===== config.mk =====
export PLATFORM = sky130hd
export DESIGN_NAME = axil_reg_bridge_flat
export DESIGN_NICKNAME = d
export VERILOG_FILES = /design/src/rtl/axil_reg_bridge_if.sv /design/src/rtl/axil_reg_bridge.sv /design/src/flat_wrapper.sv
export SDC_FILE = /design/constraint.sdc
export NUM_CORES = 1
export LEC_CHECK = 0
export ABC_AREA = 1
export BUFFER_PORTS_ARGS = -buffer_cell sky130_fd_sc_hd__buf_2
export CAP_MARGIN = 5
export CORE_UTILIZATION = 59
export CTS_BUF_LIST = sky130_fd_sc_hd__clkbuf_4 sky130_fd_sc_hd__clkbuf_8
export DETAILED_ROUTE_END_ITERATION = 8
export PLACE_DENSITY = 0.95
export SYNTH_ARGS = -nofsm -noshare
export SYNTH_HDL_FRONTEND = slang
export SYNTH_SLANG_ARGS = --single-unit

===== constraint.sdc =====
create_clock -name clk -period 19.4 [get_ports clk]
set_input_delay 5.82 -clock clk [delete_from_list [all_inputs] [get_ports clk]]
set_output_delay 5.82 -clock clk [all_outputs]
set_load 0.01 [all_outputs]

===== src/rtl/axil_reg_bridge_if.sv =====
// axil_reg_bridge_if: AXI4-Lite register bus between the host shell and the register bridge
interface axil_reg_bridge_if #(
    parameter int AXI_ADDR_WIDTH = 12,
    parameter int DATA_WIDTH = 32
);
    logic [AXI_ADDR_WIDTH-1:0] awaddr;
    logic awvalid;
    logic awready;
    logic [DATA_WIDTH-1:0] wdata;
    logic [DATA_WIDTH/8-1:0] wstrb;
    logic wvalid;
    logic wready;
    logic [1:0] bresp;
    logic bvalid;
    logic bready;
    logic [AXI_ADDR_WIDTH-1:0] araddr;
    logic arvalid;
    logic arready;
    logic [DATA_WIDTH-1:0] rdata;
    logic [1:0] rresp;
    logic rvalid;
    logic rready;
    modport master (
        output awaddr, awvalid, wdata, wstrb, wvalid, bready, araddr, arvalid, rready,
        input awready, wready, bresp, bvalid, arready, rdata, rresp, rvalid
    );
    modport slave (
        input awaddr, awvalid, wdata, wstrb, wvalid, bready, araddr, arvalid, rready,
        output awready, wready, bresp, bvalid, arready, rdata, rresp, rvalid
    );
endinterface


===== src/rtl/axil_reg_bridge.sv =====
// axil_reg_bridge: AXI4-Lite slave serialising host accesses onto a single-port en/we register strobe interface
module axil_reg_bridge #(
    parameter int ENTRIES = 12,
    parameter int DATA_WIDTH = 32,
    parameter int AXI_ADDR_WIDTH = 12,
    parameter int READ_LATENCY = 0,
    localparam int IW = $clog2(ENTRIES),
    localparam int NB = DATA_WIDTH / 8
) (
    input  logic clk,
    input  logic rst,
    axil_reg_bridge_if.slave s_axil,
    output logic system_reg_en,
    output logic system_reg_we,
    output logic [IW-1:0] system_reg_addr,
    output logic [DATA_WIDTH-1:0] system_reg_din,
    input  logic [DATA_WIDTH-1:0] system_reg_dout
);
    typedef enum logic [2:0] {IDLE, WR_STROBE, RMW_READ, RMW_WRITE, WR_RESP, RD_STROBE, RD_RESP} state_t;
    state_t state, next;
    logic idle, aw_hs, w_hs, b_hs, r_hs, wr_go, rd_go, last, wr_pri;
    logic aw_full, w_full;
    logic [AXI_ADDR_WIDTH-1:0] aw_addr, cur_awaddr;
    logic [DATA_WIDTH-1:0] w_data, cur_wdata, merged, din, rdata;
    logic [NB-1:0] w_strb, cur_wstrb;
    logic [IW-1:0] reg_addr;
    logic [1:0] cnt, bresp, rresp;
    function automatic logic oor(input logic [AXI_ADDR_WIDTH-1:0] a);
        return (a >> 2) >= AXI_ADDR_WIDTH'(ENTRIES);
    endfunction
    assign idle = state == IDLE && !rst;
    assign s_axil.awready = idle && !aw_full;
    assign s_axil.wready = idle && !w_full;
    assign aw_hs = s_axil.awvalid && s_axil.awready;
    assign w_hs = s_axil.wvalid && s_axil.wready;
    assign cur_awaddr = aw_full ? aw_addr : s_axil.awaddr;
    assign cur_wdata = w_full ? w_data : s_axil.wdata;
    assign cur_wstrb = w_full ? w_strb : s_axil.wstrb;
    // a ready write pair yields to a pending read only when the pointer favours reads
    assign wr_go = idle && (aw_full || aw_hs) && (w_full || w_hs) && (wr_pri || !s_axil.arvalid);
    assign s_axil.arready = idle && !wr_go;
    assign rd_go = s_axil.arvalid && s_axil.arready;
    assign b_hs = s_axil.bvalid && s_axil.bready;
    assign r_hs = s_axil.rvalid && s_axil.rready;
    assign last = cnt == 2'(READ_LATENCY);
    assign s_axil.bvalid = state == WR_RESP;
    assign s_axil.rvalid = state == RD_RESP;
    assign s_axil.bresp = bresp;
    assign s_axil.rresp = rresp;
    assign s_axil.rdata = rdata;
    assign system_reg_en = state == RD_STROBE || state == RMW_READ;
    assign system_reg_we = state == WR_STROBE || state == RMW_WRITE;
    assign system_reg_addr = reg_addr;
    assign system_reg_din = din;
    always_comb begin
        merged = system_reg_dout;
        for (int i = 0; i < NB; i++)
            if (w_strb[i]) merged[8*i +: 8] = w_data[8*i +: 8];
    end
    always_comb begin
        next = state;
        case (state)
            IDLE: next = wr_go ? (oor(cur_awaddr) || cur_wstrb == '0 ? WR_RESP :
                                  cur_wstrb == '1 ? WR_STROBE : RMW_READ) :
                         rd_go ? (oor(s_axil.araddr) ? RD_RESP : RD_STROBE) : IDLE;
            WR_STROBE, RMW_WRITE: next = WR_RESP;
            RMW_READ: next = last ? RMW_WRITE : RMW_READ;
            WR_RESP: next = b_hs ? IDLE : WR_RESP;
            RD_STROBE: next = last ? RD_RESP : RD_STROBE;
            RD_RESP: next = r_hs ? IDLE : RD_RESP;
            default: next = IDLE;
        endcase
    end
    always_ff @(posedge clk or posedge rst)
        if (rst) state <= IDLE;
        else state <= next;
    always_ff @(posedge clk or posedge rst)
        if (rst) begin
            aw_full <= 1'b0;
            w_full <= 1'b0;
            aw_addr <= '0;
            w_data <= '0;
            w_strb <= '0;
            wr_pri <= 1'b1;
            cnt <= '0;
            reg_addr <= '0;
            din <= '0;
            rdata <= '0;
            bresp <= 2'b00;
            rresp <= 2'b00;
        end else begin
            if (aw_hs) begin
                aw_full <= 1'b1;
                aw_addr <= s_axil.awaddr;
            end
            if (w_hs) begin
                w_full <= 1'b1;
                w_data <= s_axil.wdata;
                w_strb <= s_axil.wstrb;
            end
            if (b_hs) begin
                aw_full <= 1'b0;
                w_full <= 1'b0;
            end
            if (wr_go || rd_go) wr_pri <= ~wr_pri;
            cnt <= (state == RD_STROBE || state == RMW_READ) && !last ? cnt + 2'd1 : 2'd0;
            if (wr_go) begin
                reg_addr <= cur_awaddr[2 +: IW];
                din <= cur_wdata;
                bresp <= oor(cur_awaddr) ? 2'b10 : 2'b00;
            end
            if (rd_go) begin
                reg_addr <= s_axil.araddr[2 +: IW];
                rresp <= oor(s_axil.araddr) ? 2'b10 : 2'b00;
                rdata <= '0;
            end
            if (state == RD_STROBE && last) rdata <= system_reg_dout;
            if (state == RMW_READ && last) din <= merged;
        end
endmodule


===== src/flat_wrapper.sv =====
// flat-port wrapper written by rule: the top's interface ports become plain ports
module axil_reg_bridge_flat 
#(
    parameter int ENTRIES = 12,
    parameter int DATA_WIDTH = 32,
    parameter int AXI_ADDR_WIDTH = 12,
    parameter int READ_LATENCY = 0,
    localparam int IW = $clog2(ENTRIES),
    localparam int NB = DATA_WIDTH / 8
)
  (clk, rst, system_reg_en, system_reg_we, system_reg_addr, system_reg_din, system_reg_dout, s_axil_awaddr, s_axil_awvalid, s_axil_wdata, s_axil_wstrb, s_axil_wvalid, s_axil_bready, s_axil_araddr, s_axil_arvalid, s_axil_rready, s_axil_awready, s_axil_wready, s_axil_bresp, s_axil_bvalid, s_axil_arready, s_axil_rdata, s_axil_rresp, s_axil_rvalid);
  axil_reg_bridge_if #(.AXI_ADDR_WIDTH(AXI_ADDR_WIDTH), .DATA_WIDTH(DATA_WIDTH)) s_axil_i ();
  input  logic clk;
  input  logic rst;
  output logic system_reg_en;
  output logic system_reg_we;
  output logic [IW-1:0] system_reg_addr;
  output logic [DATA_WIDTH-1:0] system_reg_din;
  input  logic [DATA_WIDTH-1:0] system_reg_dout;
  input wire logic [$bits(s_axil_i.awaddr)-1:0] s_axil_awaddr;
  input wire logic [$bits(s_axil_i.awvalid)-1:0] s_axil_awvalid;
  input wire logic [$bits(s_axil_i.wdata)-1:0] s_axil_wdata;
  input wire logic [$bits(s_axil_i.wstrb)-1:0] s_axil_wstrb;
  input wire logic [$bits(s_axil_i.wvalid)-1:0] s_axil_wvalid;
  input wire logic [$bits(s_axil_i.bready)-1:0] s_axil_bready;
  input wire logic [$bits(s_axil_i.araddr)-1:0] s_axil_araddr;
  input wire logic [$bits(s_axil_i.arvalid)-1:0] s_axil_arvalid;
  input wire logic [$bits(s_axil_i.rready)-1:0] s_axil_rready;
  output wire logic [$bits(s_axil_i.awready)-1:0] s_axil_awready;
  output wire logic [$bits(s_axil_i.wready)-1:0] s_axil_wready;
  output wire logic [$bits(s_axil_i.bresp)-1:0] s_axil_bresp;
  output wire logic [$bits(s_axil_i.bvalid)-1:0] s_axil_bvalid;
  output wire logic [$bits(s_axil_i.arready)-1:0] s_axil_arready;
  output wire logic [$bits(s_axil_i.rdata)-1:0] s_axil_rdata;
  output wire logic [$bits(s_axil_i.rresp)-1:0] s_axil_rresp;
  output wire logic [$bits(s_axil_i.rvalid)-1:0] s_axil_rvalid;
  assign s_axil_i.awaddr = s_axil_awaddr;
  assign s_axil_i.awvalid = s_axil_awvalid;
  assign s_axil_i.wdata = s_axil_wdata;
  assign s_axil_i.wstrb = s_axil_wstrb;
  assign s_axil_i.wvalid = s_axil_wvalid;
  assign s_axil_i.bready = s_axil_bready;
  assign s_axil_i.araddr = s_axil_araddr;
  assign s_axil_i.arvalid = s_axil_arvalid;
  assign s_axil_i.rready = s_axil_rready;
  assign s_axil_awready = s_axil_i.awready;
  assign s_axil_wready = s_axil_i.wready;
  assign s_axil_bresp = s_axil_i.bresp;
  assign s_axil_bvalid = s_axil_i.bvalid;
  assign s_axil_arready = s_axil_i.arready;
  assign s_axil_rdata = s_axil_i.rdata;
  assign s_axil_rresp = s_axil_i.rresp;
  assign s_axil_rvalid = s_axil_i.rvalid;
  axil_reg_bridge #(.ENTRIES(ENTRIES), .DATA_WIDTH(DATA_WIDTH), .AXI_ADDR_WIDTH(AXI_ADDR_WIDTH), .READ_LATENCY(READ_LATENCY)) u_core (.clk(clk), .rst(rst), .s_axil(s_axil_i), .system_reg_en(system_reg_en), .system_reg_we(system_reg_we), .system_reg_addr(system_reg_addr), .system_reg_din(system_reg_din), .system_reg_dout(system_reg_dout));
endmodule

# --- Yosys cells after proc, flatten, opt, wreduce, memory -nomap -nowiden ---
# Cells that the tools add are included.
# W data, S select, Z words.
totals:
  ram_bits: 0
  mem_bits_ro: 0
  ff_bits: 128
  word_cells: 91
  latchBits: 0
  memories: 0
  inputBits: 99
  out_inout_bits: 79
classes:
  div_mod_pow: 0
  shifts: 0
  n_mux: 30
  n_mul: 0
  bitwise_logic: 1
  order_cmp: 2
  add_sub_neg: 1
  eq_ne: 7
  reduce_logical: 37
op_table:
  columns: ["operator", "n"]
  rows:
  - ["$mux W32", 5]
  - ["$mux W8", 4]
  - ["$ge A10 B4 Y1 const B", 2]
  - ["$pmux W3 S6", 1]
  - ["$logic_and A1 B1 Y1", 15]
  - ["$mux W3", 5]
  - ["$mux W12", 1]
  - ["$mux W2", 6]
  - ["$mux W4", 3]
  - ["$reduce_bool A2 Y1", 5]
  - ["$eq A3 B3 Y1 const B", 3]
  - ["$logic_or A1 B1 Y1", 7]
  - ["$eq A3 B2 Y1 const B", 2]
  - ["$logic_not A1 Y1", 6]
  - ["$mux W1", 5]
  - ["$eq A4 B4 Y1 const B", 1]
  - ["$logic_not A4 Y1", 1]
  - ["$eq A3 B1 Y1 const B", 1]
  - ["$logic_not A3 Y1", 1]
  - ["$add A2 B1 Y2 const B", 1]
  - ["$logic_not A2 Y1", 1]
  - ["$reduce_or A2 Y1", 1]
  - ["$not A1 Y1", 1]

# --- Longest topological paths before layout ---
# Gate-level depths: netlist of run 1.
logic_depth:
  ltp_word: 14
  mapped_depth: 11
  ltp_nobuf: 9

# --- Worst setup path before layout of run 1 ---
# Ideal clock, no wire load.
synth_path:
  path_type: "input to output"
  start: "input rst"
  end: "output s_axil_arready"
  required_time_ps: 13580
  setup_slack_ps: 4160
  n_path_buf: 1
  stages: 7
  arrival_ps: 9420
  cell_sequence: "inv_1 > nand3_4 > a21oi_2 > nand3_4 > clkbuf_1 > nand2_1 > inv_1"
synth_between:
  elab_chain_cells: 10
  elab_cells_between_ends: 13
  classes_between: "reduce/logical: 13"
synth_lines:
  columns: ["item", "line", "source"]
  rows:
  - ["start, declared", "flat_wrapper.sv:14", "input logic rst;"]
  - ["$logic_not A1 Y1 *", "axil_reg_bridge.sv:31", "assign idle = state == IDLE && !rst;"]
  - ["$logic_and A1 B1 Y1 *", "axil_reg_bridge.sv:31", null]
  - ["$logic_and A1 B1 Y1", "axil_reg_bridge.sv:32", "assign s_axil.awready = idle && !aw_full;"]
  - ["$logic_and A1 B1 Y1", "axil_reg_bridge.sv:34", "assign aw_hs = s_axil.awvalid && s_axil.awready;"]
  - ["$logic_or A1 B1 Y1", "axil_reg_bridge.sv:40", "assign wr_go = idle && (aw_full || aw_hs) && (w_full || w_hs) && (wr_pri || !s_axil.arvalid);"]
  - ["$logic_and A1 B1 Y1 (3 in series)", "axil_reg_bridge.sv:40", null]
  - ["$logic_not A1 Y1", "axil_reg_bridge.sv:41", "assign s_axil.arready = idle && !wr_go;"]
  - ["$logic_and A1 B1 Y1 *", "axil_reg_bridge.sv:41", null]
  - ["end, declared", "flat_wrapper.sv:33", "output wire logic [$bits(s_axil_i.arready)-1:0] s_axil_arready;"]
# Every way passes the cells marked *; elsewhere a longest branch is shown, timed or not.

# --- Worst setup path in the final report of run 1 ---
# Same ends and word-level chain as after synthesis.

==> impl_metrics.ini, run 1 <==
[global_routing]
overflow = 0
grt_pass1_vias = 5726
antenna_found_initial = 1
grt_max_degree = 73
grt_util_all_layers_pct = 30.0
grt_pass1_wl_um = 26400

[drt]
first_pass_iters = 6
vias = 5941
drt_first_iter_violations = 433
wl_um = 16100
drc = 0
routed_via_density = 5.35
post_drt_wl_per_cell_um = 14.5
detail-route-antenna-nets = 0

[timing]
tns_ns = 0
slew_headroom_pct = 39.3
grt_setup_unrepaired = false
max_freq_mhz = 75.5
setup_viol = 0
hold_violations = 0
setup_ws_ns = 6.16
holdWs_ns = 0.446
finClkSkew_ns = 0.0108
period_minus_slack_ns = 13.24
fin_crit_sh_pct = 68.2
max_slew.worst_pin.slew_ns = 0.909
finalMaxSlewViolations = 0

[pwr]
comb_power_share_pct = 41.6
p_leak_nw = 4.23
power_frac_clock_pct = 19.0
switchingPower_mw = 0.504
swShare_pct = 42.4
intPower_mw = 0.683
p_per_area_mw_per_mm2 = 157
vdd.ir_drop.worst_mv = 0.0847
seq_power_share_pct = 39.4
power_mw = 1.19

[logic_synthesis]
synth_top_cell_by_area = dfrtp_1
async_reset_ff_share_pct = 100
synth_ff_type = dfrtp_1
netlist_instances = 813
seq_area_frac_synth_pct = 48.8
synth_edf_count = 0
synth.area.top_cells = dfrtp_1, nand2_1, o21ai_0
yosysTopAreaCellShare_pct = 48.4
avgSynthCellArea_um2 = 7.82
ys_ff_latch = 124
netlist_area_mm2 = 0.00636
synth_cell_types = 35
ys_warn_count = 0

[critical_path]
crit_slowest_cell = inv_4
crit_buf_inv = 4
startpoint_type = primary input
worstSetupPathType = primary input to output pin
rrSetupSlack_ns = 16.84
worstRegToRegCells = 8
crit_arrival_ns = 7.42
crit_path_end_kind = output pin
path_cells = buf_2, inv_4, nand3_4, a21oi_2, nand3_4, nand2_1, inv_1, buf_2
worstPathRequired_ns = 13.58
crit_family = buffers and inverters
regToRegEndpoint = u_core.system_reg_din[19]$_DFFE_PP0P_
max_stage_delay_ns = 0.47
cp_max_fo = 54
reg2reg_from = u_core.state[0]$_DFF_PP0_

[final_layout]
drive_gt1_share_pct = 26.1
syn_to_final_growth_pct = 18.9
fin_util_pct = 72.9
instances_no_fill = 1111
fin_area_mm2 = 0.00756
fill_cells = 838
nets = 1062

[placed_design]
dp_cells = 1079
place_hpwl_um = 11000
preCtsSetupSlack_ns = 6.10
place_area_mm2 = 0.00716
io_buffers = 171
place.gp.congestion = 0.867

[clock_tree]
numClockSinks = 124
cts_tree = done
clockBufferDepth = 2
root_buffer = clkbuf_8
cts_made_buffers = 17
post_cts_buffers = 0
post_cts_resized = 0
clkTransAtPathRegs_ns = 0.07
clk_latency_ns = 0.43
postCtsHoldBufs = 0
htree_levels = 4

[die]
core_area_mm2 = 0.0104
die_y_um = 106
die-area_mm2 = 0.0112
design.portCount = 178
die_w_um = 106
initial_utilization_pct = 61.3
num_rows = 37

[job]
maxCapViolations = 0

[outcome]
status = finished clean

[worst_hold_path]
worstHoldPathCells = 1
min-delay-start = u_core.cnt[0]$_DFF_PP0_
min_to = u_core.cnt[0]$_DFF_PP0_
hold_path_class = register to register
-- synth_stat cells, types with 7 or more instances --
cell type  number
o21ai_0        64
o21ai_1        14
nand2_1       315
nand3_2        11
nor2_1         40
buf_2          24
clkbuf_1       11
o211ai_1       14
inv_1          65
o31ai_1         7
dfrtp_1       123
mux2i_1         9
a21oi_1         8
nand3_1        44
nand2_2        13
-- flip-flops by register name, indices dropped and copies added, names as in the netlist --
register / cells
u_core.s_axil.rresp: 1
u_core.state: 3
u_core.cnt: 2
u_core.wr_pri: 1
u_core.aw_addr: 10
u_core.w_data: 32
u_core.s_axil.rdata: 32
u_core.w_strb: 4
u_core.s_axil.bresp: 1
u_core.w_full: 1
u_core.aw_full: 1
u_core.system_reg_din: 32
u_core.system_reg_addr: 4
-- worst register-to-register path: stages (launching register included) --
cell and delay (ns):
dfrtp_1 0.41, inv_1 0.08, nand2_1 0.10, nor2_1 0.07
nand2_2 0.48, nand2_2 0.45, inv_2 0.67, nand2_1 0.15
nand3_2 0.09
-- final cells by class --
cell class / count / area (µm²) / area share (%)
flip-flops and latches: 124 / 3100 / 41.1
inverters: 70 / 265 / 3.51
well taps: 136 / 170 / 2.25
diodes: 1 / 2.50 / 0.0331
multi-input cells: 573 / 2730 / 36.1
repair buffers: 176 / 893 / 11.8
clock inverters: 13 / 144 / 1.90
clock buffers: 18 / 248 / 3.28
-- power groups by stage --
stage / combinational (mW) / clock, mW / sequential (mW)
2_1_floorplan: 0.336 / 0 / 0.475
3_3_place_gp: 0.476 / 0 / 0.464
3_5_place_dp: 0.494 / 0 / 0.469
4_1_cts: 0.496 / 0.227 / 0.465
5_1_grt: 0.557 / 0.237 / 0.482
6_report: 0.494 / 0.225 / 0.468
-- per-layer routing --
layer | part of all wire (%) | vias to the layer above | track usage [%]
li1 | - | 2880 | -
met1 | 41 | 2762 | 38.0
met4 | 2.3 | 0 | 11.4
met3 | 8.2 | 33 | 6.56
met2 | 49 | 266 | 50.5
met5 | 0 | - | 0
-- kinds of logic after synthesis --
logic type | Yosys count | share of synthesized area (%)
AND/OR/NAND/NOR | 439 | 29.6
flip-flops | 124 | 48.8
AO/OA/AOI/OAI | 117 | 10.7
buffers and inverters | 117 | 8.32
multiplexers | 14 | 2.30
adder cells (fa/ha/maj) | 1 | 0.197
other | 1 | 0.0590
-- how the worst max path moves through the flow --
stage	to	from	depth (start not counted)	slack, ns
floorplan	s_axil_arready	rst	7	4.16
global placement	s_axil_arready	rst	8	6.10
detailed placement	s_axil_arready	rst	8	6.10
CTS	s_axil_arready	rst	8	6.11
global route	s_axil_arready	rst	8	5.92
finish	s_axil_arready	rst	8	6.16
-- cells in the final DEF, fill, tap and decap left out, drive strengths merged --
cell	Yosys	final
nand2	328	328
buf	36	176
dfrtp	123	123
o21ai	78	78
inv	69	71
nand3	57	57
nor2	45	45
clkbuf	11	18
o211ai	15	15
mux2i	9	9
a21oi	9	9
o31ai	7	7
a31oi	6	6
nand4	6	6
clkinv	1	6
mux2	5	5
clkinvlp	0	4
nor3	2	2
conb	1	2
bufinv	0	2
diode	0	1
o21bai	1	1
o21a	1	1
nand3b	1	1
ha	1	1
dfstp	1	1
Note: power is estimated with default switching activity, not from simulation.
==> run 2, diff against run 1 <==
- CORE_UTILIZATION: 59 -> 54
- PLACE_DENSITY: 0.95 -> 0.94
- clock period: 19.4 -> 13.3 ns (I/O delays scaled with it)
==> run 2 against run 1 <==
  * Via count decreased by 0.66%
  * Clock power increased by 52%
  * Clock skew about the same
  * Sequential power rose by 46%
  * Sequential share of layout area is 0.13 points lower
  * Wire length rose by 2.4%
  * Critical endpoint unchanged
  * Largest cell class unchanged
==> impl_metrics.ini, run 2 (synthesis results as in run 1) <==
[outcome]
status = finished clean

[critical_path]
critPathLaunch = rst
cp_max_fo = 59
crit_arrival_ns = 5.65
worstPathRequired_ns = 9.31
reg2reg_from = u_core.state[0]$_DFF_PP0_
startpoint_type = primary input
crit_path_end_kind = output pin
worstSetupPathType = primary input to output pin

[clock_tree]
clockBufferDepth = 2
post_cts_buffers = 0
postCtsHoldBufs = 0
clkTransAtPathRegs_ns = 0.07
root_buffer = clkbuf_8
cts_tree = done
numClockSinks = 124
post_cts_resized = 0
htree_levels = 4
cts_made_buffers = 17
clk_latency_ns = 0.44

[global_routing]
grt_util_all_layers_pct = 28.3
antenna_found_initial = 0
grt_pass1_vias = 5671
grt_pass1_wl_um = 27300
grt_max_degree = 72
overflow = 0

[pwr]
vdd.ir_drop.worst_mv = 0.134
p_per_area_mw_per_mm2 = 231
power_mw = 1.75
p_leak_nw = 4.25

[die]
initial_utilization_pct = 55.4
die_y_um = 111
design.portCount = 178
num_rows = 39
die-area_mm2 = 0.0122
die_w_um = 111
core_area_mm2 = 0.0115

[timing]
setup_viol = 0
fin_crit_sh_pct = 72.5
hold_violations = 0
grt_setup_unrepaired = false
holdWs_ns = 0.440
finalMaxSlewViolations = 0
max_freq_mhz = 104
period_minus_slack_ns = 9.64
max_slew.worst_pin.slew_ns = 1.21
slew_headroom_pct = 19.2
finClkSkew_ns = 0.0105
tns_ns = 0

[job]
maxCapViolations = 0

[final_layout]
syn_to_final_growth_pct = 19.2
final_common_cell = nand2_1
instances_no_fill = 1118
layout_common_cells = nand2_1, buf_2, dfrtp_1
fill_cells = 944
multi_input_area_mm2 = 0.00273
nets = 1062
drive_gt1_share_pct = 26.2
antenna_cells = 0
fin_area_mm2 = 0.00758
sequential_cell_area_mm2 = 0.00310

[placed_design]
place_area_mm2 = 0.00717
io_buffers = 171
place_hpwl_um = 11300
place.gp.congestion = 0.851
dp_cells = 1086

[drt]
detail-route-antenna-nets = 0
wl_um = 16500
drt_first_iter_violations = 517
drc = 0
first_pass_iters = 5
routed_via_density = 5.28
vias = 5902
post_drt_wl_per_cell_um = 14.7

[worst_hold_path]
hold_path_class = register to register
min-delay-start = u_core.cnt[0]$_DFF_PP0_
[run 2: cell type report]
cell class	instances	area share [%]
Tap cell	143	2.36
Timing Repair Buffer	176	11.8
Multi-Input combinational cell	573	36.0
Sequential cell	124	40.9
Clock buffer	19	3.45
Clock inverter	13	1.95
Inverter	70	3.50
[run 2: path summary, 6_finish.rpt]
kind / slack [ns] / end / cells past startpoint
max: 3.66 / s_axil_arready / 8
min: 0.44 / u_core.cnt[0]$_DFF_PP0_ / 1
max reg2reg: 10.73 / u_core.system_reg_din[9]$_DFFE_PP0P_ / 8
min reg2reg: 0.44 / u_core.cnt[0]$_DFF_PP0_ / 1
max in group asynchronous: 8.29 / u_core.w_data[22]$_DFFE_PP0P_ / 3
min in group asynchronous: 3.68 / u_core.s_axil.rdata[24]$_DFFE_PP0P_ / 2
[run 2: power by group]
part	switching [mW]	leakage [nW]	total, mW	internal, mW
Combinational	0.453	2.47	0.727	0.274
Sequential	0.132	1.57	0.685	0.552
Clock	0.148	0.207	0.341	0.193
[run 2: critical path: stages]
cell and delay (ns):
buf_2 0.11, inv_4 0.51, nand3_4 0.30, a21oi_2 0.23, nand3_4 0.21, nand2_1 0.11, inv_1 0.04, buf_2 0.13
[run 2: metrics by stage]
step,util [%],setup slack [ns]
after CTS,66.1,3.63
after global routing,66.1,3.44
after global placement,62.5,3.64
final,66.1,3.66
after floorplan,-,1.72
after detailed placement,62.5,3.63
[run 2: metal layers]
| layer | track usage, % | vias to the layer above | share of wire [%] |
|---|---|---|---|
| met5 | 0 | - | 0 |
| met4 | 12.4 | 0 | 2.2 |
| met3 | 5.71 | 38 | 6.7 |
| met2 | 46.2 | 259 | 49 |
| met1 | 36.6 | 2716 | 43 |
| li1 | - | 2889 | - |
==> run 3, diff against run 2 <==
- ABC_AREA: 1 -> 0
- PLACE_DENSITY: 0.94 -> 0.95
- clock period: 13.3 -> 8.9 ns (I/O delays scaled with it)
==> run 3 against run 2 <==
  * Non-clock buffer count fell by 1
  * Via count decreased by 11%
  * Setup slack got worse by 1.2 ns
  * Largest cell class unchanged
  * Sequential share of layout area is 1.9 points higher
  * Core utilization grew 2.9 points
  * Critical endpoint is now s_axil_wready
  * Critical path depth is 4 lower
==> impl_metrics.ini, run 3 <==
[die]
die_w_um = 107
core_area_mm2 = 0.0105
initial_utilization_pct = 56.6
die_y_um = 107
design.portCount = 178
die-area_mm2 = 0.0114
num_rows = 37

[clock_tree]
post_cts_buffers = 0
postCtsHoldBufs = 0
post_cts_resized = 0
root_buffer = clkbuf_8
cts_tree = done
clockBufferDepth = 2
clkTransAtPathRegs_ns = 0.07
clk_latency_ns = 0.43
htree_levels = 4
cts_made_buffers = 17
numClockSinks = 124

[logic_synthesis]
synth.area.top_cells = dfrtp_1, mux2_2, nand2_1
synthAdderAreaFrac_pct = 0.210
synth_xor_area_share_pct = 0.147
synth_top_cell_by_area = dfrtp_1
synth_edf_count = 0
synth_ff_type = dfrtp_1
synthSimpleGateAreaFrac_pct = 15.1
netlist_instances = 570
yosys-mux-area-fraction_pct = 13.6
synth-compound-area-share_pct = 14.9
synth_cell_types = 47
synth_top_family_by_area = simple AND/OR/NAND/NOR gates
ys_ff_latch = 124
async_reset_ff_share_pct = 100
ys_warn_count = 0
netlist_area_mm2 = 0.00595
synth.most_common_cell = dfrtp_1
seq_area_frac_synth_pct = 52.2
yosysTopAreaCellShare_pct = 51.7
synth_common_cells = dfrtp_1, nand2_1, mux2_2, nor2_1, o21ai_0
avgSynthCellArea_um2 = 10.4

[timing]
max_slew.worst_pin.slew_ns = 1.25
finClkSkew_ns = 0.0101
finalMaxSlewViolations = 0
period_minus_slack_ns = 6.48
slew_headroom_pct = 16.8
max_freq_mhz = 154
tns_ns = 0
hold_violations = 0
setup_viol = 0
grt_setup_unrepaired = false
fin_crit_sh_pct = 72.8

[placed_design]
place.gp.congestion = 0.891
io_buffers = 171
place_area_mm2 = 0.00685
place_hpwl_um = 10800

[critical_path]
crit_path_end_kind = output pin
worstPathRequired_ns = 6.23
crit_arrival_ns = 3.81
critPathLaunch = rst
reg2reg_from = u_core.w_full$_DFFE_PP0P_
path_cells = buf_2, or4_1, nor2_1, buf_2
cp_max_fo = 6
worst_path_most_repeated_cell = buf_2
worstSetupPathType = primary input to output pin
startpoint_type = primary input
max_stage_delay_ns = 0.56
crit_slowest_cell = or4_1

[global_routing]
antenna_found_initial = 0
grt_max_degree = 67
grt_pass1_wl_um = 25700
grt_util_all_layers_pct = 29.2
overflow = 0
grt_pass1_vias = 5280

[drt]
detail-route-antenna-nets = 0
wl_um = 16000
post_drt_wl_per_cell_um = 18.5
drt_first_iter_violations = 340
vias = 5225
routed_via_density = 6.03
first_pass_iters = 5
drc = 0

[final_layout]
drive_gt1_share_pct = 39.7
syn_to_final_growth_pct = 21.9
fin_util_pct = 69.0
antenna_cells = 0
layout_common_cells = buf_2, dfrtp_1, nand2_1
fill_cells = 754
nets = 820
fin_area_mm2 = 0.00726
final_common_cell = buf_2

[pwr]
p_leak_nw = 3.29
p_per_area_mw_per_mm2 = 356
vdd.ir_drop.worst_mv = 0.162

[job]
maxCapViolations = 0

[outcome]
status = finished clean

[worst_hold_path]
hold_path_class = register to register
min-delay-start = u_core.cnt[0]$_DFF_PP0_
[run 3: worst max-delay path, delay by kind of cell]
kind / cells / cell delay (ns)
buf+inv: 2 / 0.31
simple gates: 2 / 0.82
[run 3: path summary, 6_finish.rpt]
| check | depth (start not counted) | slack, ns | end |
|---|---|---|---|
| max in group asynchronous | 3 | 5.13 | u_core.w_full$_DFFE_PP0P_ |
| min reg2reg | 1 | 0.48 | u_core.cnt[0]$_DFF_PP0_ |
| min in group asynchronous | 2 | 2.41 | u_core.state[1]$_DFF_PP0_ |
| max | 4 | 2.42 | s_axil_wready |
| max reg2reg | 4 | 5.76 | u_core.system_reg_din[5]$_DFFE_PP0P_ |
| min | 1 | 0.48 | u_core.cnt[0]$_DFF_PP0_ |
[run 3: logic make-up (layout without fill, tap and decap cells)]
logic type / Yosys count / in the layout
buffers and inverters: 50 / 210
other: 1 / 2
DFF: 124 / 124
adders and majority gates: 1 / 1
and+or+nand+nor: 196 / 196
muxes: 73 / 73
xor gates and xnor gates: 1 / 1
AOI/OAI and AO/OA: 124 / 124
[run 3: stage by stage]
step                cells  power (mW)  hold WS (ns)  setup slack, ns
global placement      837        1.99         0.423             2.51
floorplan             571        1.70         0.412             2.81
detailed placement    837        2.07         0.431             2.47
global route          867        2.74         0.491             2.41
finish                867        2.58         0.477             2.42
CTS                   867        2.58         0.469             2.46
[run 3: metal layers]
metal / vias up / track usage (%) / routed length [µm]
li1: 2326 / - / -
met1: 2576 / 36.4 / 6370
met2: 268 / 48.4 / 8110
met3: 55 / 5.53 / 953
met4: 0 / 15.6 / 586
met5: - / 0 / 0
[run 3: layout make-up]
class                           instances  area, µm²  share of cell area (%)
Clock buffer                           22        284                    3.91
Sequential cell                       124       3110                    42.8
Inverter                                5       21.3                   0.293
Clock inverter                          8        118                    1.62
Multi-Input combinational cell        397       2670                    36.8
Tap cell                              136        170                    2.35
Timing Repair Buffer                  175        886                    12.2
[run 3: power by group]
part	internal [mW]	leakage, nW	switching (mW)
Combinational	0.459	1.57	0.534
Clock	0.296	0.209	0.214
Sequential	0.829	1.52	0.251
